### src/rtl/am_pkg.sv
// Shared constants, marker encodings and BIP helpers for 40GBASE-R lane alignment markers.
// Used by the RX marker lock and reusable by the TX marker inserter.
package am_pkg;

   localparam int HEAD_W     = 2;
   localparam int DATA_W     = 64;
   localparam int BLOCK_W    = HEAD_W + DATA_W;
   localparam int NUM_LANES  = 4;
   localparam int LANE_W     = $clog2(NUM_LANES);
   localparam int BIP_W      = 8;
   localparam int ENC_W      = 24;
   localparam int CNT_W      = 14;
   localparam int AM_GAP_DEF = 16383;

   localparam logic [HEAD_W-1:0] SYNC_HEAD_CTRL = 2'b10;

   // {M2,M1,M0} per lane; M4..M6 are the bitwise inverse of these bytes.
   localparam logic [NUM_LANES-1:0][ENC_W-1:0] AM_ENC = {
      24'h3D79A2,
      24'h9B65C5,
      24'hE6C4F0,
      24'h477690
   };

   typedef enum logic [2:0] {
      ST_INIT,
      ST_FIND_1ST,
      ST_COUNT,
      ST_COMP_2ND,
      ST_LOCKED
   } am_state_e;

   function automatic logic am_match(input logic [BLOCK_W-1:0] blk,
                                     input logic [ENC_W-1:0]   enc);
      return (blk[1:0] == SYNC_HEAD_CTRL) && (blk[25:2] == enc) && (blk[57:34] == ~enc);
   endfunction

   // Each payload byte lane folds onto the same BIP bit; the two header bits land on bits 3 and 4.
   function automatic logic [BIP_W-1:0] bip_of(input logic [BLOCK_W-1:0] blk);
      return blk[9:2]   ^ blk[17:10] ^ blk[25:18] ^ blk[33:26] ^
             blk[41:34] ^ blk[49:42] ^ blk[57:50] ^ blk[65:58] ^
             {3'b000, blk[1:0], 3'b000};
   endfunction

endpackage

### src/rtl/am_lock_lane_rx_if.sv
// Block stream bundle: one 66-bit block plus its qualifier.
interface am_lock_lane_rx_if;
   import am_pkg::*;

   logic               valid;
   logic [BLOCK_W-1:0] data;

   modport master (output valid, output data);
   modport slave  (input  valid, input  data);

endinterface

### src/rtl/am_bip_acc.sv
// Interleaved BIP-8 accumulator over full 66-bit blocks with clear, load and accumulate.
module am_bip_acc
   import am_pkg::*;
(
   input  logic               clk,
   input  logic               nreset,
   input  logic               clear_i,
   input  logic               load_i,
   input  logic               acc_i,
   input  logic [BLOCK_W-1:0] block_i,
   output logic [BIP_W-1:0]   bip_o
);

   logic [BIP_W-1:0] acc_q, acc_d;

   // Load starts a new window with this block's own contribution.
   always_comb begin
      acc_d = acc_q;
      if (clear_i) begin
         acc_d = '0;
      end else if (load_i) begin
         acc_d = bip_of(block_i);
      end else if (acc_i) begin
         acc_d = acc_q ^ bip_of(block_i);
      end
   end

   always_ff @(posedge clk) begin
      if (!nreset) begin
         acc_q <= '0;
      end else begin
         acc_q <= acc_d;
      end
   end

   assign bip_o = acc_q;

endmodule

### src/rtl/am_lock_lane_rx.sv
// Alignment marker lock for one 40GBASE-R receive lane: finds the lane marker,
// checks BIP3/BIP7 while locked and strips marker blocks from the data stream.
module am_lock_lane_rx
   import am_pkg::*;
#(
   parameter int AM_GAP    = AM_GAP_DEF,
   parameter int INVLD_MAX = 4
) (
   input  logic               clk,
   input  logic               nreset,
   input  logic               block_lock,
   am_lock_lane_rx_if.slave   rx_i,
   am_lock_lane_rx_if.master  tx_o,
   output logic               am_lock,
   output logic [LANE_W-1:0]  lane_o,
   output logic               bip_err,
   output logic [15:0]        bip_err_cnt
);

   localparam int INVLD_W = $clog2(INVLD_MAX + 1);
   localparam logic [CNT_W-1:0]   GAP   = CNT_W'(AM_GAP);
   localparam logic [INVLD_W-1:0] INVLD = INVLD_W'(INVLD_MAX);

   logic               valid_i;
   logic [BLOCK_W-1:0] data_i;

   am_state_e          state_q, state_d;
   logic [CNT_W-1:0]   cnt_q, cnt_d;
   logic [INVLD_W-1:0] invld_q, invld_d, invld_inc;
   logic               lock_q, lock_d;
   logic [LANE_W-1:0]  rec_lane_q, rec_lane_d;
   logic [LANE_W-1:0]  lane_q, lane_d;
   logic               valid_o_q, valid_o_d;
   logic [BLOCK_W-1:0] data_o_q, data_o_d;
   logic               bip_err_q, bip_err_d;
   logic [15:0]        bip_cnt_q, bip_cnt_d;

   logic               hit, rec_match, slot, bip_load, bip_chk;
   logic [LANE_W-1:0]  hit_lane;
   logic [BIP_W-1:0]   bip_acc, bip3, bip7;

   assign valid_i = rx_i.valid;
   assign data_i  = rx_i.data;
   assign bip3    = data_i[33:26];
   assign bip7    = data_i[65:58];

   always_comb begin
      hit      = 1'b0;
      hit_lane = '0;
      for (int l = 0; l < NUM_LANES; l++) begin
         if (am_match(data_i, AM_ENC[l[LANE_W-1:0]])) begin
            hit      = 1'b1;
            hit_lane = l[LANE_W-1:0];
         end
      end
      rec_match = am_match(data_i, AM_ENC[rec_lane_q]);
   end

   am_bip_acc u_bip_acc (
      .clk     (clk),
      .nreset  (nreset),
      .clear_i (!block_lock || (state_q == ST_INIT)),
      .load_i  (bip_load),
      .acc_i   (valid_i),
      .block_i (data_i),
      .bip_o   (bip_acc)
   );

   // Lock FSM; only valid blocks advance it, except losing block lock which acts at once.
   always_comb begin
      state_d    = state_q;
      cnt_d      = cnt_q;
      invld_d    = invld_q;
      lock_d     = lock_q;
      rec_lane_d = rec_lane_q;
      lane_d     = lane_q;
      slot       = 1'b0;
      bip_load   = 1'b0;
      bip_chk    = 1'b0;
      invld_inc  = invld_q + 1'b1;

      if (!block_lock) begin
         state_d = ST_INIT;
         cnt_d   = '0;
         invld_d = '0;
         lock_d  = 1'b0;
      end else begin
         case (state_q)
            ST_INIT: begin
               cnt_d   = '0;
               invld_d = '0;
               lock_d  = 1'b0;
               state_d = ST_FIND_1ST;
            end
            ST_FIND_1ST: begin
               if (valid_i && hit) begin
                  rec_lane_d = hit_lane;
                  cnt_d      = '0;
                  bip_load   = 1'b1;
                  state_d    = ST_COUNT;
               end
            end
            ST_COUNT: begin
               if (valid_i) begin
                  cnt_d = cnt_q + 1'b1;
                  if (cnt_d == GAP) begin
                     state_d = ST_COMP_2ND;
                  end
               end
            end
            ST_COMP_2ND: begin
               if (valid_i) begin
                  bip_load = 1'b1;
                  cnt_d    = '0;
                  if (rec_match) begin
                     lock_d  = 1'b1;
                     lane_d  = rec_lane_q;
                     state_d = ST_LOCKED;
                  end else begin
                     state_d = ST_FIND_1ST;
                  end
               end
            end
            ST_LOCKED: begin
               if (valid_i) begin
                  if (cnt_q == GAP) begin
                     slot     = 1'b1;
                     bip_load = 1'b1;
                     cnt_d    = '0;
                     if (rec_match) begin
                        invld_d = '0;
                        bip_chk = 1'b1;
                     end else if (invld_inc == INVLD) begin
                        invld_d = '0;
                        lock_d  = 1'b0;
                        state_d = ST_FIND_1ST;
                     end else begin
                        invld_d = invld_inc;
                     end
                  end else begin
                     cnt_d = cnt_q + 1'b1;
                  end
               end
            end
            default: state_d = ST_INIT;
         endcase
      end

      valid_o_d = valid_i & block_lock & lock_q & ~slot;
      data_o_d  = valid_i ? data_i : data_o_q;
      bip_err_d = bip_chk & ((bip3 != bip_acc) | (bip7 != ~bip3));
      bip_cnt_d = (bip_err_d && (bip_cnt_q != 16'hFFFF)) ? bip_cnt_q + 1'b1 : bip_cnt_q;
   end

   always_ff @(posedge clk) begin
      if (!nreset) begin
         state_q    <= ST_INIT;
         cnt_q      <= '0;
         invld_q    <= '0;
         lock_q     <= 1'b0;
         rec_lane_q <= '0;
         lane_q     <= '0;
         valid_o_q  <= 1'b0;
         data_o_q   <= '0;
         bip_err_q  <= 1'b0;
         bip_cnt_q  <= '0;
      end else begin
         state_q    <= state_d;
         cnt_q      <= cnt_d;
         invld_q    <= invld_d;
         lock_q     <= lock_d;
         rec_lane_q <= rec_lane_d;
         lane_q     <= lane_d;
         valid_o_q  <= valid_o_d;
         data_o_q   <= data_o_d;
         bip_err_q  <= bip_err_d;
         bip_cnt_q  <= bip_cnt_d;
      end
   end

   assign tx_o.valid  = valid_o_q;
   assign tx_o.data   = data_o_q;
   assign am_lock     = lock_q;
   assign lane_o      = lane_q;
   assign bip_err     = bip_err_q;
   assign bip_err_cnt = bip_cnt_q;

endmodule

### src/flat_wrapper.sv
// flat-port wrapper written by rule: the top's interface ports become plain ports
module am_lock_lane_rx_flat import am_pkg::*;
#(
   parameter int AM_GAP    = AM_GAP_DEF,
   parameter int INVLD_MAX = 4
)
  (clk, nreset, block_lock, am_lock, lane_o, bip_err, bip_err_cnt, rx_i_valid, rx_i_data, tx_o_valid, tx_o_data);
  am_lock_lane_rx_if rx_i_i ();
  am_lock_lane_rx_if tx_o_i ();
  input  logic clk;
  input  logic nreset;
  input  logic block_lock;
  output logic am_lock;
  output logic [LANE_W-1:0] lane_o;
  output logic bip_err;
  output logic [15:0] bip_err_cnt;
  input wire logic [$bits(rx_i_i.valid)-1:0] rx_i_valid;
  input wire logic [$bits(rx_i_i.data)-1:0] rx_i_data;
  output wire logic [$bits(tx_o_i.valid)-1:0] tx_o_valid;
  output wire logic [$bits(tx_o_i.data)-1:0] tx_o_data;
  assign rx_i_i.valid = rx_i_valid;
  assign rx_i_i.data = rx_i_data;
  assign tx_o_valid = tx_o_i.valid;
  assign tx_o_data = tx_o_i.data;
  am_lock_lane_rx #(.AM_GAP(AM_GAP), .INVLD_MAX(INVLD_MAX)) u_core (.clk(clk), .nreset(nreset), .block_lock(block_lock), .rx_i(rx_i_i), .tx_o(tx_o_i), .am_lock(am_lock), .lane_o(lane_o), .bip_err(bip_err), .bip_err_cnt(bip_err_cnt));
endmodule
### config.mk
export PLATFORM = sky130hd
export DESIGN_NAME = am_lock_lane_rx_flat
export DESIGN_NICKNAME = d
export VERILOG_FILES = /design/src/rtl/am_pkg.sv /design/src/rtl/am_lock_lane_rx_if.sv /design/src/rtl/am_bip_acc.sv /design/src/rtl/am_lock_lane_rx.sv /design/src/flat_wrapper.sv
export SDC_FILE = /design/constraint.sdc
export NUM_CORES = 1
export LEC_CHECK = 0
export CORE_MARGIN = 2
export CORE_UTILIZATION = 40
export DETAILED_ROUTE_END_ITERATION = 16
export DONT_BUFFER_PORTS = 1
export GPL_ROUTABILITY_DRIVEN = 0
export PLACE_DENSITY = 0.58
export SLEW_MARGIN = 30
export SYNTH_ARGS = -nofsm -noshare
export SYNTH_HDL_FRONTEND = slang
export SYNTH_SLANG_ARGS = --single-unit
### constraint.sdc
create_clock -name clk -period 6.1 [get_ports clk]
set_input_delay 1.22 -clock clk [delete_from_list [all_inputs] [get_ports clk]]
set_output_delay 1.22 -clock clk [all_outputs]
set_load 0.02 [all_outputs]
# After elaboration in Yosys (flattened, before gate mapping)
# Index checks and enable logic that the tools add are counted.
classes:
  n_addsub: 3
  order_cmp: 1
  n_eq_ne: 30
  mux: 52
  n_bitwise: 18
  n_reduce_logical: 27
op_table:
  columns: ["op", "count"]
  rows:
  - ["24-bit == test, second input constant", 4]
  - ["14-bit 2-to-1 mux", 5]
  - ["14-bit case mux with 5 select lines", 1]
  - ["8-bit bitwise XOR", 8]
  - ["24-bit binary-select mux with 2-bit select", 1]
  - ["24-bit by 23-bit == test with 1-bit output, second input constant", 2]
  - ["24-bit == test", 2]
  - ["3-bit 2-to-1 mux", 13]
  - ["14-bit == test, second input constant", 2]
  - ["24-bit by 21-bit == test with 1-bit output, second input constant", 1]
  - ["24-bit by 22-bit == test with 1-bit output, second input constant", 1]
  - ["24-bit 2-to-1 mux", 1]
  - ["24-bit NOT", 1]
  - ["1-bit 2-to-1 mux", 23]
  - ["16-bit by 1-bit adder with 16-bit output, second input constant", 1]
  - ["8-bit 2-to-1 mux", 2]
  - ["16-bit inequality test, second input constant", 1]
  - ["8-bit inequality test", 2]
  - ["3-bit case mux with 5 select lines", 1]
  - ["14-bit by 1-bit adder with 14-bit output, second input constant", 1]
  - ["1-bit logical AND", 12]
  - ["2-bit by 1-bit inequality test with 1-bit output, second input constant", 5]
  - ["2-bit inequality test, second input constant", 4]
  - ["8-bit NOT", 1]
  - ["other kinds (26)", 36]
word_totals:
  reg_bits: 117
  in_bits: 70
  out_inout_bits: 87
  elab_cells: 142

# Logic depth before layout (Yosys ltp)
logic_depth:
  word_depth: 12
  mapped_depth: 11
  depth_no_buf: 9

# By module
# Synthesis repeated with hierarchy kept, for this count alone.
unflattened:
  cells_unflattened: 762
  hier_area_um2: 6672.6
by_module_without_submodules:
  columns: ["module", "n_inst", "cells_each", "area_per_inst_um2", "seq_area_each_um2"]
  rows:
  - ["am_lock_lane_rx", 1, 652, 5766.8, 2182.1]
  - ["am_bip_acc", 1, 110, 905.9, 160.2]

# Worst setup path after synthesis
# OpenSTA, ideal clock, no wires.
synth_path:
  kind: "in2reg"
  start: "input port rx_i_data[56]"
  end: "register u_core.bip_cnt_q[12] (netlist: u_core.bip_err_cnt[12])"
  setup_time_ns: 0.070
  arrival_ns: 3.275
  required_ns: 6.030
  path_slack_ns: 2.755
  path_stages: 7
  path_buffers: 0
  path_cell_list: "nand2b_1 > or4_1 > a211oi_1 > nand4_1 > or3_1 > or4_1 > a21oi_1"
synth_between:
  elab_chain_len: 9
synth_rtl:
  columns: ["element", "line_no", "text"]
  rows:
  - ["start: declaration", "flat_wrapper.sv:18", "input wire logic [$bits(rx_i_i.data)-1:0] rx_i_data;"]
  - ["24-bit == test", "am_pkg.sv:35", "return (blk[1:0] == SYNC_HEAD_CTRL) && (blk[25:2] == enc) && (blk[57:34] == ~enc);"]
  - ["1-bit logical AND", "am_pkg.sv:35", null]
  - ["1-bit 2-to-1 mux", "am_lock_lane_rx.sv:130", "if (rec_match) begin"]
  - ["1-bit 2-to-1 mux", "am_lock_lane_rx.sv:126", "if (cnt_q == GAP) begin"]
  - ["1-bit 2-to-1 mux", "am_lock_lane_rx.sv:125", "if (valid_i) begin"]
  - ["1-bit 2-to-1 mux", "am_lock_lane_rx.sv:88", "case (state_q)"]
  - ["1-bit 2-to-1 mux", "am_lock_lane_rx.sv:82", "if (!block_lock) begin"]
  - ["1-bit bitwise AND", "am_lock_lane_rx.sv:151", "bip_err_d = bip_chk & ((bip3 != bip_acc) | (bip7 != ~bip3));"]
  - ["1-bit logical AND", "am_lock_lane_rx.sv:152", "bip_cnt_d = (bip_err_d && (bip_cnt_q != 16'hFFFF)) ? bip_cnt_q + 1'b1 : bip_cnt_q;"]
  - ["end signal: assignment", "am_lock_lane_rx.sv:177", "bip_cnt_q <= bip_cnt_d;"]
  - ["end: declaration", "am_lock_lane_rx.sv:36", "logic [15:0] bip_cnt_q, bip_cnt_d;"]
# No other way between the ends.
# A chain may end at the register's enable or synchronous reset.

# Worst setup path after layout
layout_path:
  start: "register u_core.rec_lane_q[1]"
  end: "register u_core.bip_cnt_q[14] (netlist: u_core.bip_err_cnt[14])"
layout_between:
  elab_chain_len: 12
  elab_cells_between_ends: 14
  cone_classes: "2 x eq/ne; 7 x mux; 2 x bitwise; 3 x reduce/logical"
layout_rtl:
  columns: ["element", "line_no", "text"]
  rows:
  - ["start: declaration", "am_lock_lane_rx.sv:31", "logic [LANE_W-1:0] rec_lane_q, rec_lane_d;"]
  - ["start signal: assignment", "am_lock_lane_rx.sv:172", "rec_lane_q <= rec_lane_d;"]
  - ["24-bit binary-select mux with 2-bit select (*)", "am_lock_lane_rx.sv:56", "rec_match = am_match(data_i, AM_ENC[rec_lane_q]);"]
  - ["24-bit 2-to-1 mux (not written as such) (*)", "am_lock_lane_rx.sv:56", null]
  - ["24-bit == test or 24-bit NOT (tied branches)", "am_pkg.sv:35", null]
  - ["1-bit logical AND or 24-bit == test (tied branches)", "am_pkg.sv:35", null]
  - ["1-bit logical AND (*)", "am_pkg.sv:35", null]
  - ["1-bit 2-to-1 mux (*)", "am_lock_lane_rx.sv:130", null]
  - ["1-bit 2-to-1 mux (*)", "am_lock_lane_rx.sv:126", null]
  - ["1-bit 2-to-1 mux (*)", "am_lock_lane_rx.sv:125", null]
  - ["1-bit 2-to-1 mux (*)", "am_lock_lane_rx.sv:88", null]
  - ["1-bit 2-to-1 mux (*)", "am_lock_lane_rx.sv:82", null]
  - ["1-bit bitwise AND (*)", "am_lock_lane_rx.sv:151", null]
  - ["1-bit logical AND (*)", "am_lock_lane_rx.sv:152", null]
# Mark *: on every way between the ends. The rest lies on a longest branch, timed or not. The select of a mux whose other input is x is not followed.

==> impl_metrics.env <==
export IMPL_nNetsFinal=818
export IMPL_synth_area_top_cells="dfxtp_1 35%, mux2i_1 11%, xnor2_1 7.2%"
export IMPL_cts_max_level=4
export IMPL_top_layer_used="met4"
export IMPL_dr_wl_met3_um=1710
export IMPL_cts_resized=0
export IMPL_clk_latency_ns=0.42
export IMPL_vias_per_cell=5.87
export IMPL_row_count=47
export IMPL_cts_setup_buffers=0
export IMPL_cts_tree="built"
export IMPL_fill_cells=1654
export IMPL_switching_share=0.245
export IMPL_die_w_um=133
export IMPL_detailed_place_hpwl_um=14000
export IMPL_vdd_drop_max_mv=0.186
export IMPL_cp_slowest_cell="or4_1"
export IMPL_cp_top_family="simple AND/OR/NAND/NOR gates"
export IMPL_detail_route_iter0_violations=420
export IMPL_antenna_found_initial=0
export IMPL_diodes=0
export IMPL_fin_skew_ns=0.00871
export IMPL_drt_met1_wl_um=7680
export IMPL_core_mm2=0.0163
export IMPL_p_int_mw=1.57
export IMPL_powerDensity_mw_per_mm2=283
export IMPL_synthCells=754
export IMPL_synth_top_area_share=0.354
export IMPL_pin_count=157
export IMPL_wl_met2_um=8940
export IMPL_netlist_area_mm2=0.00661
export IMPL_finalWorstPathRequiredPeriod_ns=3.55
export IMPL_pwr_share_clk=0.505
export IMPL_min_delay_path_class="register to register"
export IMPL_grt_pass1_vias=5550
export IMPL_slew_limit_headroom=0.382
export IMPL_wire_per_inst_um=19.5
export IMPL_clock_path_buffers=2
export IMPL_critPathCaptureType="register"
export IMPL_grt_usage=0.215
export IMPL_path_cells="inv_1, ha_1, nor3b_1, o22ai_1, a2111oi_0, and4_1, nand3_2, or4_1, a21oi_1"
export IMPL_syn_num_nets=833
export IMPL_drt_total_wl_um=18900
export IMPL_start_util=0.404
export IMPL_postLayoutCoreUtil=0.449
export IMPL_p_leak_nw=2.60
export IMPL_first_pass_iters=5
export IMPL_final_cell_mix="117 x dfxtp_1, 88 x nor2_1, 74 x mux2i_1"
export IMPL_critPathArrivalTime_ns=3.90
export IMPL_layout_setup_ws_ns=2.55
export IMPL_crit_buf_inv=1
export IMPL_crit_fanout=25
export IMPL_synthArstFlopShare=0
export IMPL_drc=0
export IMPL_ys_warn_count=0
export IMPL_synth_distinct_cells=67
export IMPL_hold_slack_ns=0.494
export IMPL_synthFlopType="dfxtp_1"
export IMPL_pwr_share_seq=0.407
export IMPL_fp_dieArea_mm2=0.0176
export IMPL_grt_max_degree=94
export IMPL_drtAntennaViolNets=0
export IMPL_syn_to_final_growth_pct=11.0
export IMPL_avgSynthCellArea_um2=8.77
export IMPL_setup_violations=0
export IMPL_cts_root_buf="clkbuf_16"
export IMPL_fmax_mhz=281
export IMPL_grt_pass1_wl_um=29600
export IMPL_maxSlewViolCount=0
export IMPL_power_frac_comb=0.088
export IMPL_rsz0062_at_grt="no"
export IMPL_num_vias=5699
export IMPL_clk_pin_slew_worst_paths_ns=0.05
export IMPL_hold_viol_final=0
export IMPL_finalPower_mw=2.08
export IMPL_status="finished, final reports clean"
export IMPL_overflow=0
export IMPL_layout_commonest_cell="dfxtp_1"
export IMPL_ff2ff_setup_slack_ns=2.55
export IMPL_critPathMaxStageDelay_ns=0.61
export IMPL_drive_above_1_share=0.0679
export IMPL_synth_edf_count=0
export IMPL_start_kind="register"
export IMPL_maxCapViolCount=0
export IMPL_ys_ff_latch=117
export IMPL_switchingPower_mw=0.509
export IMPL_cts_buffers=17
export IMPL_period_share=0.583
export IMPL_synth_top_area_cell="dfxtp_1"
export IMPL_io_buffers=0
export IMPL_hold_buffers=0
export IMPL_chipHeight_um=133
export IMPL_synth_seq_area_share=0.354
export IMPL_required_ns=6.44
export IMPL_place_ws_ns=2.14
export IMPL_fin_tns_setup_ns=0
export IMPL_critPathKind="register to register"
export IMPL_tightest_slew_ns=0.927
export IMPL_clock_sinks=117
power by group through the flow:
| stage | sequential, mW | clock [mW] | combinational [mW] |
|---|---|---|---|
| floorplan | 0.853 | 0 | 0.170 |
| global placement | 0.861 | 0 | 0.178 |
| detailed placement | 0.861 | 0 | 0.182 |
| CTS | 0.845 | 1.07 | 0.183 |
| global route | 0.848 | 1.10 | 0.201 |
| finish | 0.845 | 1.05 | 0.183 |
cell type report:
type                    instances  area (um2)  area share
well taps                     220         275      0.0375
clock buffers                  18         429      0.0585
clock inverters                13         184      0.0251
inverters                       8        30.0     0.00409
multi-input cells             594        4070       0.555
flip-flops and latches        117        2340       0.319
repair buffers                  1        7.51     0.00102
stage by stage:
stage / instances / instance area (um2)
2_1_floorplan: 754 / 6610
3_3_place_gp: 940 / 6730
3_5_place_dp: 940 / 6730
4_1_cts: 971 / 7340
5_1_grt: 971 / 7340
6_report: 971 / 7340
path summary, 6_finish.rpt:
check                                   endpoint                         startpoint  depth (start not counted)
min               u_core.invld_q[2]$_SDFFE_PN0P_     u_core.invld_q[2]$_SDFFE_PN0P_                          2
max reg2reg  u_core.bip_err_cnt[14]$_SDFFE_PN0P_  u_core.rec_lane_q[1]$_SDFFE_PN0P_                          9
max          u_core.bip_err_cnt[14]$_SDFFE_PN0P_  u_core.rec_lane_q[1]$_SDFFE_PN0P_                          9
min reg2reg       u_core.invld_q[2]$_SDFFE_PN0P_     u_core.invld_q[2]$_SDFFE_PN0P_                          2
routing by layer:
metal / up-vias / global-route usage
li1: 2732 / -
met1: 2710 / 0.248
met2: 219 / 0.351
met3: 38 / 0.0828
met4: 0 / 0.100
met5: - / 0
cells by family after synthesis:
logic type	share of synthesized area
fa+ha+maj	0.0170
simple gates	0.269
buf+inv	0.0297
flops	0.354
xor+xnor	0.0861
compound gates	0.130
mux	0.114
tightest hold or removal path, cell delays in order, from the launching register on:
cell	delay (ns)
dfxtp_1	0.32
nand2_1	0.06
o21ai_0	0.06
state kept, by name (all words and copies together) (netlist names):
register and flops:
u_core.tx_o.valid 1, u_core.bip_err_cnt 16, u_core.u_bip_acc.bip_o 8, u_core.lane_o 2
u_core.rec_lane_q 2, u_core.bip_err 1, u_core.state_q 3, u_core.invld_q 3
u_core.tx_o.data 66, u_core.am_lock 1, u_core.cnt_q 14
cells in the mapped netlist, types with 10 or more instances:
cell type,instances
a21oi_1,33
and3b_1,14
clkbuf_1,22
dfxtp_1,117
mux2i_1,74
nand2_1,51
nand3_1,22
nand4_1,18
nor2_1,88
nor2b_1,12
nor3_1,11
nor3b_1,17
nor4_1,10
nor4bb_1,11
o211ai_1,12
o21ai_0,27
or3_1,12
or4_1,10
xnor2_1,54
xor2_1,11
Note: power is estimated with default switching activity, not from simulation.
